$ cat src/rtl/instr_prefetch_pkg.sv
`default_nettype none
// ============================================================================
// Module   : instr_prefetch_pkg
// Brief    : Shared types and constants for the instruction prefetch unit:
//            fetch FSM state encoding, PC word increment, reset PC default.
// Revision : 1.0 - initial release
// ============================================================================
package instr_prefetch_pkg;

  // Fetch FSM: IDLE (no request), REQ (live request), DISCARD (stale request
  // whose data must be dropped once it returns).
  typedef enum logic [1:0] {
    ST_IDLE    = 2'd0,
    ST_REQ     = 2'd1,
    ST_DISCARD = 2'd2
  } fetch_state_e;

  localparam logic [31:0] c_word_incr        = 32'd4;
  localparam logic [31:0] c_reset_pc_default = 32'h0000_0000;

  // Force an address onto a word boundary.
  function automatic logic [31:0] word_align(input logic [31:0] addr);
    return addr & ~32'h3;
  endfunction

endpackage : instr_prefetch_pkg
`default_nettype wire

$ cat src/rtl/instr_prefetch_fetch_fifo.sv
`default_nettype none
// ============================================================================
// Module   : fetch_fifo
// Brief    : DEPTH x WIDTH synchronous FIFO with push, pop, flush and an
//            occupancy count. Flush wins over push/pop in the same cycle.
//            Caller guarantees no push when full and no pop when empty.
// Revision : 1.0 - initial release
// ============================================================================
module fetch_fifo #(
  parameter int unsigned DEPTH = 4,
  parameter int unsigned WIDTH = 64
) (
  input  logic                     clk,
  input  logic                     rst_n,
  input  logic                     push,
  input  logic [WIDTH-1:0]         push_data,
  input  logic                     pop,
  input  logic                     flush,
  output logic [WIDTH-1:0]         head_data,
  output logic [$clog2(DEPTH):0]   count
);

  localparam int unsigned PW = $clog2(DEPTH);
  localparam int unsigned CW = PW + 1;

  logic [WIDTH-1:0] mem_q [DEPTH];
  logic [WIDTH-1:0] mem_d [DEPTH];
  logic [PW-1:0]    wr_ptr_q, wr_ptr_d;
  logic [PW-1:0]    rd_ptr_q, rd_ptr_d;
  logic [CW-1:0]    count_q,  count_d;

  // Next-state for storage, pointers and occupancy; pointers wrap naturally
  // because DEPTH is a power of two.
  always_comb begin
    mem_d    = mem_q;
    wr_ptr_d = wr_ptr_q;
    rd_ptr_d = rd_ptr_q;
    count_d  = count_q;
    if (flush) begin
      wr_ptr_d = '0;
      rd_ptr_d = '0;
      count_d  = '0;
    end else begin
      if (push) begin
        mem_d[wr_ptr_q] = push_data;
        wr_ptr_d        = wr_ptr_q + PW'(1);
      end
      if (pop) begin
        rd_ptr_d = rd_ptr_q + PW'(1);
      end
      count_d = count_q + {{(CW-1){1'b0}}, push} - {{(CW-1){1'b0}}, pop};
    end
  end

  // State registers, cleared asynchronously.
  always_ff @(posedge clk or negedge rst_n) begin
    if (!rst_n) begin
      for (int i = 0; i < int'(DEPTH); i++) begin
        mem_q[i] <= '0;
      end
      wr_ptr_q <= '0;
      rd_ptr_q <= '0;
      count_q  <= '0;
    end else begin
      mem_q    <= mem_d;
      wr_ptr_q <= wr_ptr_d;
      rd_ptr_q <= rd_ptr_d;
      count_q  <= count_d;
    end
  end

  assign head_data = mem_q[rd_ptr_q];
  assign count     = count_q;

endmodule : fetch_fifo
`default_nettype wire

$ cat src/rtl/instr_prefetch.sv
`default_nettype none
// ============================================================================
// Module   : instr_prefetch
// Brief    : Instruction prefetch unit. Issues one word read at a time to
//            instruction memory, buffers {PC, instruction} pairs in a FIFO
//            for the core, and flushes/refetches on a redirect.
// Revision : 1.0 - initial release
// ============================================================================
module instr_prefetch
  import instr_prefetch_pkg::*;
#(
  parameter int unsigned DEPTH    = 4,
  parameter logic [31:0] RESET_PC = c_reset_pc_default
) (
  input  logic                   clk,
  input  logic                   reset,
  output logic                   MemReq,
  output logic [31:0]            MemAddr,
  input  logic                   MemAck,
  input  logic [31:0]            MemData,
  output logic [31:0]            Instr,
  output logic [31:0]            InstrPC,
  output logic                   InstrValid,
  input  logic                   InstrTake,
  input  logic                   Redirect,
  input  logic [31:0]            RedirectPC,
  output logic [$clog2(DEPTH):0] Count
);

  localparam int unsigned   CW      = $clog2(DEPTH) + 1;
  localparam logic [CW-1:0] c_depth = CW'(DEPTH);

  fetch_state_e  state_q,    state_d;
  logic [31:0]   fetch_pc_q, fetch_pc_d;   // next address to request
  logic [31:0]   mem_addr_q, mem_addr_d;   // address of the request on the bus

  logic          fifo_push;
  logic          fifo_pop;
  logic          fifo_flush;
  logic [63:0]   fifo_head;
  logic [CW-1:0] fifo_count;

  logic          instr_valid;
  logic          take_ok;
  logic [31:0]   redirect_pc;
  logic [31:0]   next_pc;
  logic [CW-1:0] count_after_ack;

  assign instr_valid = (fifo_count != '0);
  assign take_ok     = InstrTake & instr_valid;
  assign redirect_pc = word_align(RedirectPC);
  assign next_pc     = mem_addr_q + c_word_incr;
  // Occupancy once the returning word is pushed and any same-cycle pop applied.
  assign count_after_ack = fifo_count + CW'(1) - {{(CW-1){1'b0}}, take_ok};

  // Fetch FSM next-state and FIFO control. Redirect overrides take and push.
  always_comb begin
    state_d    = state_q;
    fetch_pc_d = fetch_pc_q;
    mem_addr_d = mem_addr_q;
    fifo_push  = 1'b0;
    fifo_pop   = 1'b0;
    fifo_flush = 1'b0;

    unique case (state_q)
      ST_IDLE: begin
        if (Redirect) begin
          fifo_flush = 1'b1;
          fetch_pc_d = redirect_pc;
          mem_addr_d = redirect_pc;
          state_d    = ST_REQ;
        end else begin
          fifo_pop = take_ok;
          // No request outstanding here, so only the FIFO occupancy counts.
          if (fifo_count < c_depth) begin
            mem_addr_d = fetch_pc_q;
            state_d    = ST_REQ;
          end
        end
      end

      ST_REQ: begin
        if (Redirect) begin
          fifo_flush = 1'b1;
          fetch_pc_d = redirect_pc;
          if (MemAck) begin
            // Returning word belongs to the old stream: drop it, refetch now.
            mem_addr_d = redirect_pc;
            state_d    = ST_REQ;
          end else begin
            // Keep the bus address stable until the stale word comes back.
            state_d = ST_DISCARD;
          end
        end else begin
          fifo_pop = take_ok;
          if (MemAck) begin
            fifo_push  = 1'b1;
            fetch_pc_d = next_pc;
            if (count_after_ack < c_depth) begin
              mem_addr_d = next_pc;
              state_d    = ST_REQ;
            end else begin
              state_d = ST_IDLE;
            end
          end
        end
      end

      ST_DISCARD: begin
        if (Redirect) begin
          fifo_flush = 1'b1;
          fetch_pc_d = redirect_pc;
          if (MemAck) begin
            mem_addr_d = redirect_pc;
            state_d    = ST_REQ;
          end
        end else begin
          fifo_pop = take_ok;
          if (MemAck) begin
            // FIFO was flushed on entry, so there is always room to refetch.
            mem_addr_d = fetch_pc_q;
            state_d    = ST_REQ;
          end
        end
      end

      default: begin
        state_d = ST_IDLE;
      end
    endcase
  end

  // Fetch FSM and address registers, cleared asynchronously.
  always_ff @(posedge clk or negedge reset) begin
    if (!reset) begin
      state_q    <= ST_IDLE;
      fetch_pc_q <= RESET_PC;
      mem_addr_q <= RESET_PC;
    end else begin
      state_q    <= state_d;
      fetch_pc_q <= fetch_pc_d;
      mem_addr_q <= mem_addr_d;
    end
  end

  fetch_fifo #(
    .DEPTH (DEPTH),
    .WIDTH (64)
  ) u_fetch_fifo (
    .clk       (clk),
    .rst_n     (reset),
    .push      (fifo_push),
    .push_data ({mem_addr_q, MemData}),
    .pop       (fifo_pop),
    .flush     (fifo_flush),
    .head_data (fifo_head),
    .count     (fifo_count)
  );

  assign MemReq     = (state_q != ST_IDLE);
  assign MemAddr    = mem_addr_q;
  assign InstrValid = instr_valid;
  // Head is masked when empty so the core never sees stale storage.
  assign Instr      = instr_valid ? fifo_head[31:0]  : 32'h0;
  assign InstrPC    = instr_valid ? fifo_head[63:32] : 32'h0;
  assign Count      = fifo_count;

endmodule : instr_prefetch
`default_nettype wire
$ cat config.mk
export PLATFORM = sky130hd
export DESIGN_NAME = instr_prefetch
export DESIGN_NICKNAME = d
export VERILOG_FILES = /design/src/rtl/instr_prefetch_pkg.sv /design/src/rtl/instr_prefetch_fetch_fifo.sv /design/src/rtl/instr_prefetch.sv
export SDC_FILE = /design/constraint.sdc
export NUM_CORES = 1
export LEC_CHECK = 0
export BUFFER_PORTS_ARGS = -buffer_cell sky130_fd_sc_hd__buf_2
export CAP_MARGIN = 10
export CORE_ASPECT_RATIO = 0.7
export CORE_MARGIN = 5
export CORE_UTILIZATION = 50
export CTS_BUF_LIST = sky130_fd_sc_hd__clkbuf_2 sky130_fd_sc_hd__clkbuf_4 sky130_fd_sc_hd__clkbuf_8
export DETAILED_ROUTE_END_ITERATION = 16
export HOLD_SLACK_MARGIN = 0.02
export MAX_ROUTING_LAYER = met4
export PLACE_DENSITY = 0.69
export SYNTH_ARGS = -nofsm -noshare
export SYNTH_HDL_FRONTEND = slang
export SYNTH_SLANG_ARGS = --single-unit
export TNS_END_PERCENT = 10
$ cat constraint.sdc
create_clock -name clk -period 6.08 [get_ports clk]
set_input_delay 0.912 -clock clk [delete_from_list [all_inputs] [get_ports clk]]
set_output_delay 0.912 -clock clk [all_outputs]
set_load 0.005 [all_outputs]
==> flow_metrics.tcl, run 1 <==
set metrics [dict create \
    cts_sinks 329 \
    setup_violations 0 \
    maxCapViolations 0 \
    fin_setup_tns_ps 0 \
    netlist_area_sq_um 17500 \
    viasPerCell 5.99 \
    leakagePower_nw 9.10 \
    final_util 0.571 \
    crit_arrival_ps 2800 \
    synth_warnings 0 \
    hold_viol_final 0 \
    dp.cells 1974 \
    syn_inst 1446 \
    critPathMaxFanout 30 \
    cts_buffer_depth 3 \
    drive_gt1_frac 0.395 \
    h-tree-depth 2 \
    min_period_ps 3720 \
    synth-seq-cells 329 \
    power_density_nw_per_um2 503 \
    max_freq_mhz 269 \
    ios 170 \
    multi_input_area_sq_um 8610 \
    crit_path_start_kind "register" \
    antenna_left 0 \
    grt_max_degree 162 \
    die_w_microns 233 \
    rr_worst_depth 8 \
    worst_hold_slack_ps 351 \
    grt_pass1_vias 12800 \
    area_growth_pct 13.0 \
    regArea_sq_um 8240 \
    required_ps 5170 \
    ff2ff_setup_slack_ps 2830 \
    layoutNonFillerInstCount 2079 \
    clk_latency_ps 610 \
    hold_class "primary input to asynchronous set/reset pin" \
    syn_nets 1527 \
    vdd_drop_max_mv 0.231 \
    num-fill-cells 2878 \
    synth_ff_type "dfrtp_1" \
    antenna_found_initial 6 \
    tightest_slew_ps 1170 \
    portBuffers 167 \
    yosysUniqueCellTypes 89 \
    cts_setup_buffers 0 \
    power_mw 9.93 \
    cts-resized-gates 0 \
    clock-skew-final_ps 25.4 \
    synth_edf_count 0 \
    rows 57 \
    slew_headroom 0.222 \
    firstDrtPassIters 5 \
    core_sq_um 34600 \
    endpoint_kind "output port" \
    cts_hold_buf 0 \
    overflow 0 \
    drv_slew 0 \
    die_y_microns 166 \
    drcViolationCount 0 \
    r2r_end "u_fetch_fifo.mem_q[233]$_DFFE_PN0P_" \
    vias 12400 \
    numCtsBuffers 53 \
    die_area_sq_um 38900 \
    run_status "completed" \
    nNetsFinal 1638 \
    grt_pass1_wl_microns 72900 \
    crit_type "register to output port" \
    grt_usage 0.240 \
    postSynthAreaPerCell_sq_um 12.1 \
    routedWlPerCell_microns 21.8 \
    gp_congestion 0.882 \
    period_share 0.611 \
    cts_tree "done" \
    r2r-start "state_q[1]$_DFFE_PN0P_" \
    root_buffer "clkbuf_8" \
    hpwl_microns 27300 \
    wl_microns 45200 \
    rsz0062_at_grt "no" \
    drt_iter0_markers 987 \
    start_util 0.505 \
    synth-seq-area-share 0.471 \
    clk_pin_slew_ps 60 \
    async_reset_ff_frac 1.00 \
]
## cells in the mapped netlist (11+ instances only)
library cell  count  area, sq um
dfrtp_1         329         8230
nor2_1           37          139
o211ai_1         12         90.1
nand3_1          26          130
clkbuf_1         54          203
mux2_2          247         2780
nand2_1          91          342
mux2_1           20          225
o21ai_0          66          330
and2_1           69          432
o31ai_1          15          113
inv_1            18         67.6
mux2i_1          37          370
buf_2            59          295
mux4_2           64         1440
a21oi_1          47          235
ha_1             11          138
nor3_1           23          115
xnor2_1          12          105
## cells in the final DEF (no fill, tap or decap), types with 18 or more instances in the layout
| cell type | netlist | layout |
|---|---|---|
| nor3_1 | 23 | 22 |
| buf_2 | 59 | 165 |
| o21ai_0 | 66 | 66 |
| inv_1 | 18 | 18 |
| a21oi_1 | 47 | 46 |
| dfrtp_1 | 329 | 327 |
| clkbuf_4 | 0 | 19 |
| nor2_1 | 37 | 37 |
| clkbuf_8 | 0 | 63 |
| and2_1 | 69 | 69 |
| nand2_1 | 91 | 91 |
| mux2_1 | 20 | 20 |
| mux2i_1 | 37 | 37 |
| mux4_2 | 64 | 64 |
| nand3_1 | 26 | 26 |
| mux2_2 | 247 | 247 |
## state kept, by name (all words and copies together) (netlist names)
signal / flops
u_fetch_fifo.rd_ptr_q: 2
u_fetch_fifo.count: 3
MemAddr: 32
state_q: 2
fetch_pc_q: 32
u_fetch_fifo.wr_ptr_q: 2
u_fetch_fifo.mem_q: 256
## layout make-up
class / instances / area share
Antenna cell: 6 / 0.000760
Sequential cell: 329 / 0.417
Multi-Input combinational cell: 968 / 0.436
Inverter: 22 / 0.00418
Tap cell: 472 / 0.0299
Clock buffer: 82 / 0.0511
Clock inverter: 17 / 0.0115
Timing Repair Buffer: 183 / 0.0496
## metrics by stage
stage          setup WS (ps)  instance area, sq um
2_1_floorplan           3150                 17500
3_3_place_gp            2620                 18500
3_5_place_dp            2570                 18500
4_1_cts                 2240                 19700
5_1_grt                 2150                 19800
6_report                2360                 19800
## layer usage
metal,vias up,part of all wire,GRT usage
met4,0,0.016,0.0577
li1,5591,-,-
met3,54,0.071,0.0487
met5,-,0,-
met2,444,0.45,0.348
met1,6356,0.46,0.350
## power by group
part           switching (mW)  total, mW  leakage [nW]  internal [mW]
sequential              0.799       3.78          4.26           2.98
combinational            1.99       3.95          4.19           1.96
clock                   0.924       2.20         0.652           1.28
## critical path, cell delays in order, from the launching register on
cell	delay (ps)
dfrtp_4	680
buf_4	600
mux4_2	570
and2_1	200
buf_2	130
## kinds of logic (layout without fill, tap and decap cells)
group | after synthesis | after routing | synth area share
muxes | 368 | 368 | 0.276
buffers and inverters | 149 | 304 | 0.0384
adders and majority gates | 12 | 12 | 0.00902
other | 0 | 6 | 0
and+or+nand+nor | 330 | 330 | 0.107
xor gates and xnor gates | 16 | 16 | 0.00802
DFF | 329 | 329 | 0.471
AOI/OAI and AO/OA | 242 | 242 | 0.0910
## how the worst max path moves through the flow
stage,to,slack [ps],from,cells after the start
3_5_place_dp,u_fetch_fifo.mem_q[233]$_DFFE_PN0P_,2570,Redirect,6
5_1_grt,Instr[28],2150,u_fetch_fifo.rd_ptr_q[0]$_DFFE_PN0P_,4
6_report,Instr[28],2360,u_fetch_fifo.rd_ptr_q[0]$_DFFE_PN0P_,4
3_3_place_gp,u_fetch_fifo.count[2]$_DFF_PN0_,2620,Redirect,11
4_1_cts,Instr[28],2240,u_fetch_fifo.rd_ptr_q[0]$_DFFE_PN0P_,4
2_1_floorplan,u_fetch_fifo.count[2]$_DFF_PN0_,3150,Redirect,12
Power figures use the tool's default switching activity.
==> run 2, diff against run 1 <==
- ABC_AREA: unset -> 1
- clock period: 6.08 -> 3.65 ns (I/O delays scaled with it)
==> flow_metrics.tcl, run 2 <==
set metrics [dict create \
    synth_edf_count 0 \
    h-tree-depth 2 \
    power_density_nw_per_um2 829 \
    power_mw 16.1 \
    portBuffers 167 \
    critPathMaxFanout 57 \
    drv_slew 0 \
    async_reset_ff_frac 1.00 \
    r2r_end "fetch_pc_q[18]$_DFFE_PN0P_" \
    antenna_left 0 \
    hold_start "RedirectPC[2]" \
    nNetsFinal 2490 \
    rsz0062_at_grt "no" \
    die_area_sq_um 38000 \
    firstDrtPassIters 6 \
    syn_nets 2390 \
    grt_max_degree 119 \
    vias 16300 \
    worst_hold_slack_ps 226 \
    ff2ff_setup_slack_ps 1190 \
    min_period_ps 3460 \
    antenna_found_initial 0 \
    grt_pass1_wl_microns 82400 \
    core_sq_um 33600 \
    crit_arrival_ps 2910 \
    cts_buffer_depth 3 \
    leakagePower_nw 9.46 \
    postSynthAreaPerCell_sq_um 7.40 \
    synth-seq-cells 329 \
    holdPathEnd "fetch_pc_q[2]$_DFFE_PN0P_" \
    rows 56 \
    grt_pass1_vias 15400 \
    post_dp_cell_area_sq_um 18200 \
    period_share 0.947 \
    wl_microns 51200 \
    gp_congestion 0.956 \
    start_util 0.508 \
    overflow 0 \
    slew_headroom 0.382 \
    synth.area.top_cells "dfrtp_1 48%, o21ai_0 13%, nand2_1 12%" \
    vdd_drop_max_mv 0.404 \
    drt_iter0_markers 1887 \
    hpwl_microns 31200 \
    viasPerCell 5.63 \
    synth-seq-area-share 0.482 \
    fin_area_sq_um 19400 \
    max_freq_mhz 289 \
    syn_inst 2309 \
    drcViolationCount 0 \
    yosysUniqueCellTypes 36 \
    synth_ff_type "dfrtp_1" \
    run_status "completed" \
    ios 170 \
    hold_viol_final 0 \
    post-place-ws_ps 907 \
    fin_ws_ps 192 \
    largest_register "u_fetch_fifo.mem_q" \
    drive_gt1_frac 0.135 \
    largest_reg_flops 256 \
    required_ps 3100 \
    cts_setup_buffers 0 \
    final_common_cell "nand2_1" \
    synth_warnings 0 \
    setup_violations 0 \
    dp.cells 2788 \
    layout_common_cells "558 x nand2_1, 428 x o21ai_0, 355 x nor2_1" \
    r2r-start "state_q[0]$_DFFE_PN0P_" \
    tightest_slew_ps 928 \
    crit_type "register to output port" \
    endpoint_kind "output port" \
    antenna_cells 0 \
    layoutNonFillerInstCount 2886 \
    rr_worst_depth 9 \
    fin_setup_tns_ps 0 \
    netlist_area_sq_um 17100 \
    root_buffer "clkbuf_8" \
    area_growth_pct 13.5 \
    die_y_microns 165 \
    cts_tree "done" \
    grt_usage 0.275 \
    maxCapViolations 0 \
    synth_commonest_cells "562 x nand2_1, 428 x o21ai_0, 355 x nor2_1, 329 x dfrtp_1, 138 x a21oi_1" \
    clk_latency_ps 610 \
    clk_pin_slew_ps 70 \
    synth_most_common_cell "nand2_1" \
    clock-skew-final_ps 28.7 \
    routedWlPerCell_microns 17.7 \
    numCtsBuffers 53 \
    synth_largest_area_cell "dfrtp_1" \
    hold_class "primary input to register" \
    cts_sinks 329 \
    synth_top_area_frac 0.482 \
    die_w_microns 231 \
    final_util 0.576 \
    whs_path_depth 3 \
    crit_path_start_kind "register" \
]
## run 2: cell types whose count changed in the layout (fill, tap and decap cells not counted), sizes merged, moves of 22 or more
cell / before / now
a21oi: 47 / 138
nand3: 28 / 68
inv: 23 / 138
mux2: 267 / 0
nand2: 95 / 569
mux4: 64 / 0
nor3: 24 / 1
o21ai: 74 / 446
and2: 72 / 1
nor2: 39 / 366
mux2i: 37 / 0
o22ai: 4 / 26
## run 2: how the worst max path moves through the flow
stage | start | endpoint | slack, ps | cells after the start
floorplan | Redirect | u_fetch_fifo.count[2]$_DFF_PN0_ | 1300 | 10
global placement | u_fetch_fifo.rd_ptr_q[0]$_DFFE_PN0P_ | InstrPC[9] | 890 | 6
global route | u_fetch_fifo.rd_ptr_q[0]$_DFFE_PN0P_ | InstrPC[9] | 120 | 6
finish | u_fetch_fifo.rd_ptr_q[0]$_DFFE_PN0P_ | InstrPC[9] | 190 | 6
detailed placement | u_fetch_fifo.rd_ptr_q[0]$_DFFE_PN0P_ | InstrPC[9] | 910 | 6
CTS | u_fetch_fifo.rd_ptr_q[0]$_DFFE_PN0P_ | InstrPC[9] | 220 | 6
## run 2: layout make-up
type                    instances  area [sq um]
fillers                      3109         14200
flip-flops and latches        329          8240
multi-input cells            1686          7660
repair buffers                200          1220
clock buffers                  84          1050
well taps                     435           544
inverters                     139           526
clock inverters                13           150
## run 2: routing by layer
metal	track usage	up-vias	routed length [microns]
met2	0.415	734	22700
li1	-	7749	-
met4	0.0753	0	1290
met1	0.389	7668	22700
met3	0.0467	100	4550
met5	-	-	0
## run 2: kinds of logic after synthesis
| family | Yosys count | share of synthesized area |
|---|---|---|
| compound gates | 648 | 0.198 |
| xor+xnor | 2 | 0.00103 |
| fa+ha+maj | 12 | 0.00923 |
| buf+inv | 294 | 0.0712 |
| flops | 329 | 0.482 |
| simple gates | 1024 | 0.239 |
## run 2: critical path: stages (launching register included)
cell and delay [ps]:
dfrtp_4 920, buf_4 480, nor2_1 90, nor2_1 90
o21ai_0 100, a21oi_1 380, buf_2 200
## run 2: repair_timing
item / 4_1_cts / 5_1_grt
hold buffers: 1 / 0
gates resized for setup: 0 / 0
endpoints found under the hold margin: 73 / 0
## run 2: power by group
| part | leakage (nW) | switching [mW] | internal, mW |
|---|---|---|---|
| registers | 4.30 | 0.963 | 4.94 |
| clock network | 0.639 | 1.53 | 2.04 |
| logic | 4.51 | 4.33 | 2.27 |
| total | 9.46 | 6.82 | 9.25 |
==> run 3, diff against run 2 <==
- CORE_UTILIZATION: 50 -> 35
- PLACE_DENSITY: 0.69 -> unset
- SKIP_CTS_REPAIR_TIMING: unset -> 1
==> flow_metrics.tcl, run 3 (synthesis gave the netlist of run 2 again) <==
set metrics [dict create \
    antenna_left 0 \
    busiest_layer "met2" \
    layoutNonFillerInstCount 3113 \
    wl_microns 54700 \
    leakagePower_nw 9.50 \
    p_clk_frac 0.227 \
    h-tree-depth 2 \
    ios 170 \
    required_ps 3100 \
    numCtsBuffers 56 \
    die_w_microns 274 \
    endpoint_kind "output port" \
    num-fill-cells 4975 \
    cts_tree "done" \
    largest_register "u_fetch_fifo.mem_q" \
    violations "negative hold slack" \
    p_int_mw 9.35 \
    critPathMaxFanout 32 \
    nNetsFinal 2494 \
    use_met1 0.288 \
    firstDrtPassIters 5 \
    die_area_sq_um 53400 \
    setup_violations 0 \
    area_growth_pct 15.5 \
    slew_headroom 0.242 \
    final_common_cell "nand2_1" \
    die_y_microns 195 \
    root_buffer "clkbuf_8" \
    antenna_found_initial 1 \
    start_util 0.355 \
    r2r-start "state_q[1]$_DFFE_PN0P_" \
    drt_iter0_markers 1592 \
    vias 16200 \
    max_freq_mhz 318 \
    fin_setup_tns_ps 0 \
    crit_path_start_kind "register" \
    layout_common_cells "558 x nand2_1, 428 x o21ai_0, 355 x nor2_1" \
    crit_type "register to output port" \
    hold_class "primary input to asynchronous set/reset pin" \
    maxCapViolations 0 \
    gr-usage-met2 0.304 \
    use_met3 0.0396 \
    hold_viol_final 2 \
    worst_hold_slack_ps -10.3 \
    comb_power_share 0.415 \
    drv_slew 0 \
    min_period_ps 3140 \
    seqPwrFrac 0.358 \
    rows 67 \
    hpwl_microns 34100 \
    tightest_slew_ps 1140 \
    drive_gt1_frac 0.137 \
    cts_buffer_depth 3 \
    largest_reg_flops 256 \
    dp.cells 3010 \
    grt_pass1_vias 15300 \
    overflow 0 \
    period_share 0.861 \
    drcViolationCount 0 \
    grt_usage 0.204 \
    cts_sinks 329 \
    core_sq_um 48000 \
    run_status "finished with violations" \
    p_sw_mw 6.93 \
    viasPerCell 5.22 \
    power_mw 16.3 \
    portBuffers 167 \
    crit_arrival_ps 2590 \
    routedWlPerCell_microns 17.6 \
    gp_congestion 0.921 \
    grt_max_degree 130 \
    vdd_drop_max_mv 0.506 \
    grt_pass1_wl_microns 86100 \
    clk_pin_slew_ps 60 \
    clk_latency_ps 620 \
    crit_start "u_fetch_fifo.rd_ptr_q[0]$_DFFE_PN0P_" \
    rsz0062_at_grt "no" \
    power_density_nw_per_um2 825 \
    p_sw_frac 0.426 \
    clock-skew-final_ps 49.2 \
]
[run 3: metal layers]
metal  share of wire  routed length (microns)
met1            0.46                    24900
met2            0.45                    24500
met3           0.075                     4130
met4           0.021                     1170
met5               0                        0
[run 3: worst max-delay path, cell delays in order, from the launching register on]
cell and delay [ps]:
dfrtp_4 490, clkinv_2 320, buf_4 390, o21ai_0 140, a21oi_1 420, buf_2 200
[run 3: power by group through the flow]
stage	Sequential, mW	Clock (mW)	Combinational [mW]
floorplan	5.61	0	4.48
global placement	5.80	0	6.58
detailed placement	5.85	0	6.72
CTS	5.80	3.82	6.75
global route	5.96	3.98	7.63
finish	5.82	3.70	6.75
[run 3: layout make-up]
type                    instances  area (sq um)  area share
repair buffers                201          1240      0.0628
diodes                          1          2.50    0.000127
inverters                     139           524      0.0266
flip-flops and latches        329          8240       0.418
multi-input cells            1686          7660       0.388
well taps                     655           820      0.0415
clock buffers                  91          1110      0.0565
clock inverters                11           136     0.00691
[run 3: final timing paths]
kind                                                        to  slack [ps]  depth (start not counted)
max                                                InstrPC[16]         510                          5
min                          u_fetch_fifo.mem_q[2]$_DFFE_PN0P_         -10                          1
min reg2reg                u_fetch_fifo.mem_q[158]$_DFFE_PN0P_         480                          2
min in group clk                     fetch_pc_q[2]$_DFFE_PN0P_         210                          3
max in group asynchronous  u_fetch_fifo.mem_q[140]$_DFFE_PN0P_        2720                          2
max reg2reg                            MemAddr[17]$_DFFE_PN0P_        1120                         11
[run 3: per-stage QoR]
step | worst slack (ps) | utilization | hold slack [ps] | area, sq um
CTS | 448 | 0.411 | -6.29 | 19700
global route | 317 | 0.411 | 38.9 | 19700
finish | 508 | 0.411 | -10.3 | 19700
detailed placement | 806 | 0.385 | 467 | 18500
global placement | 861 | 0.385 | 460 | 18500
floorplan | 1300 | - | 252 | 17100
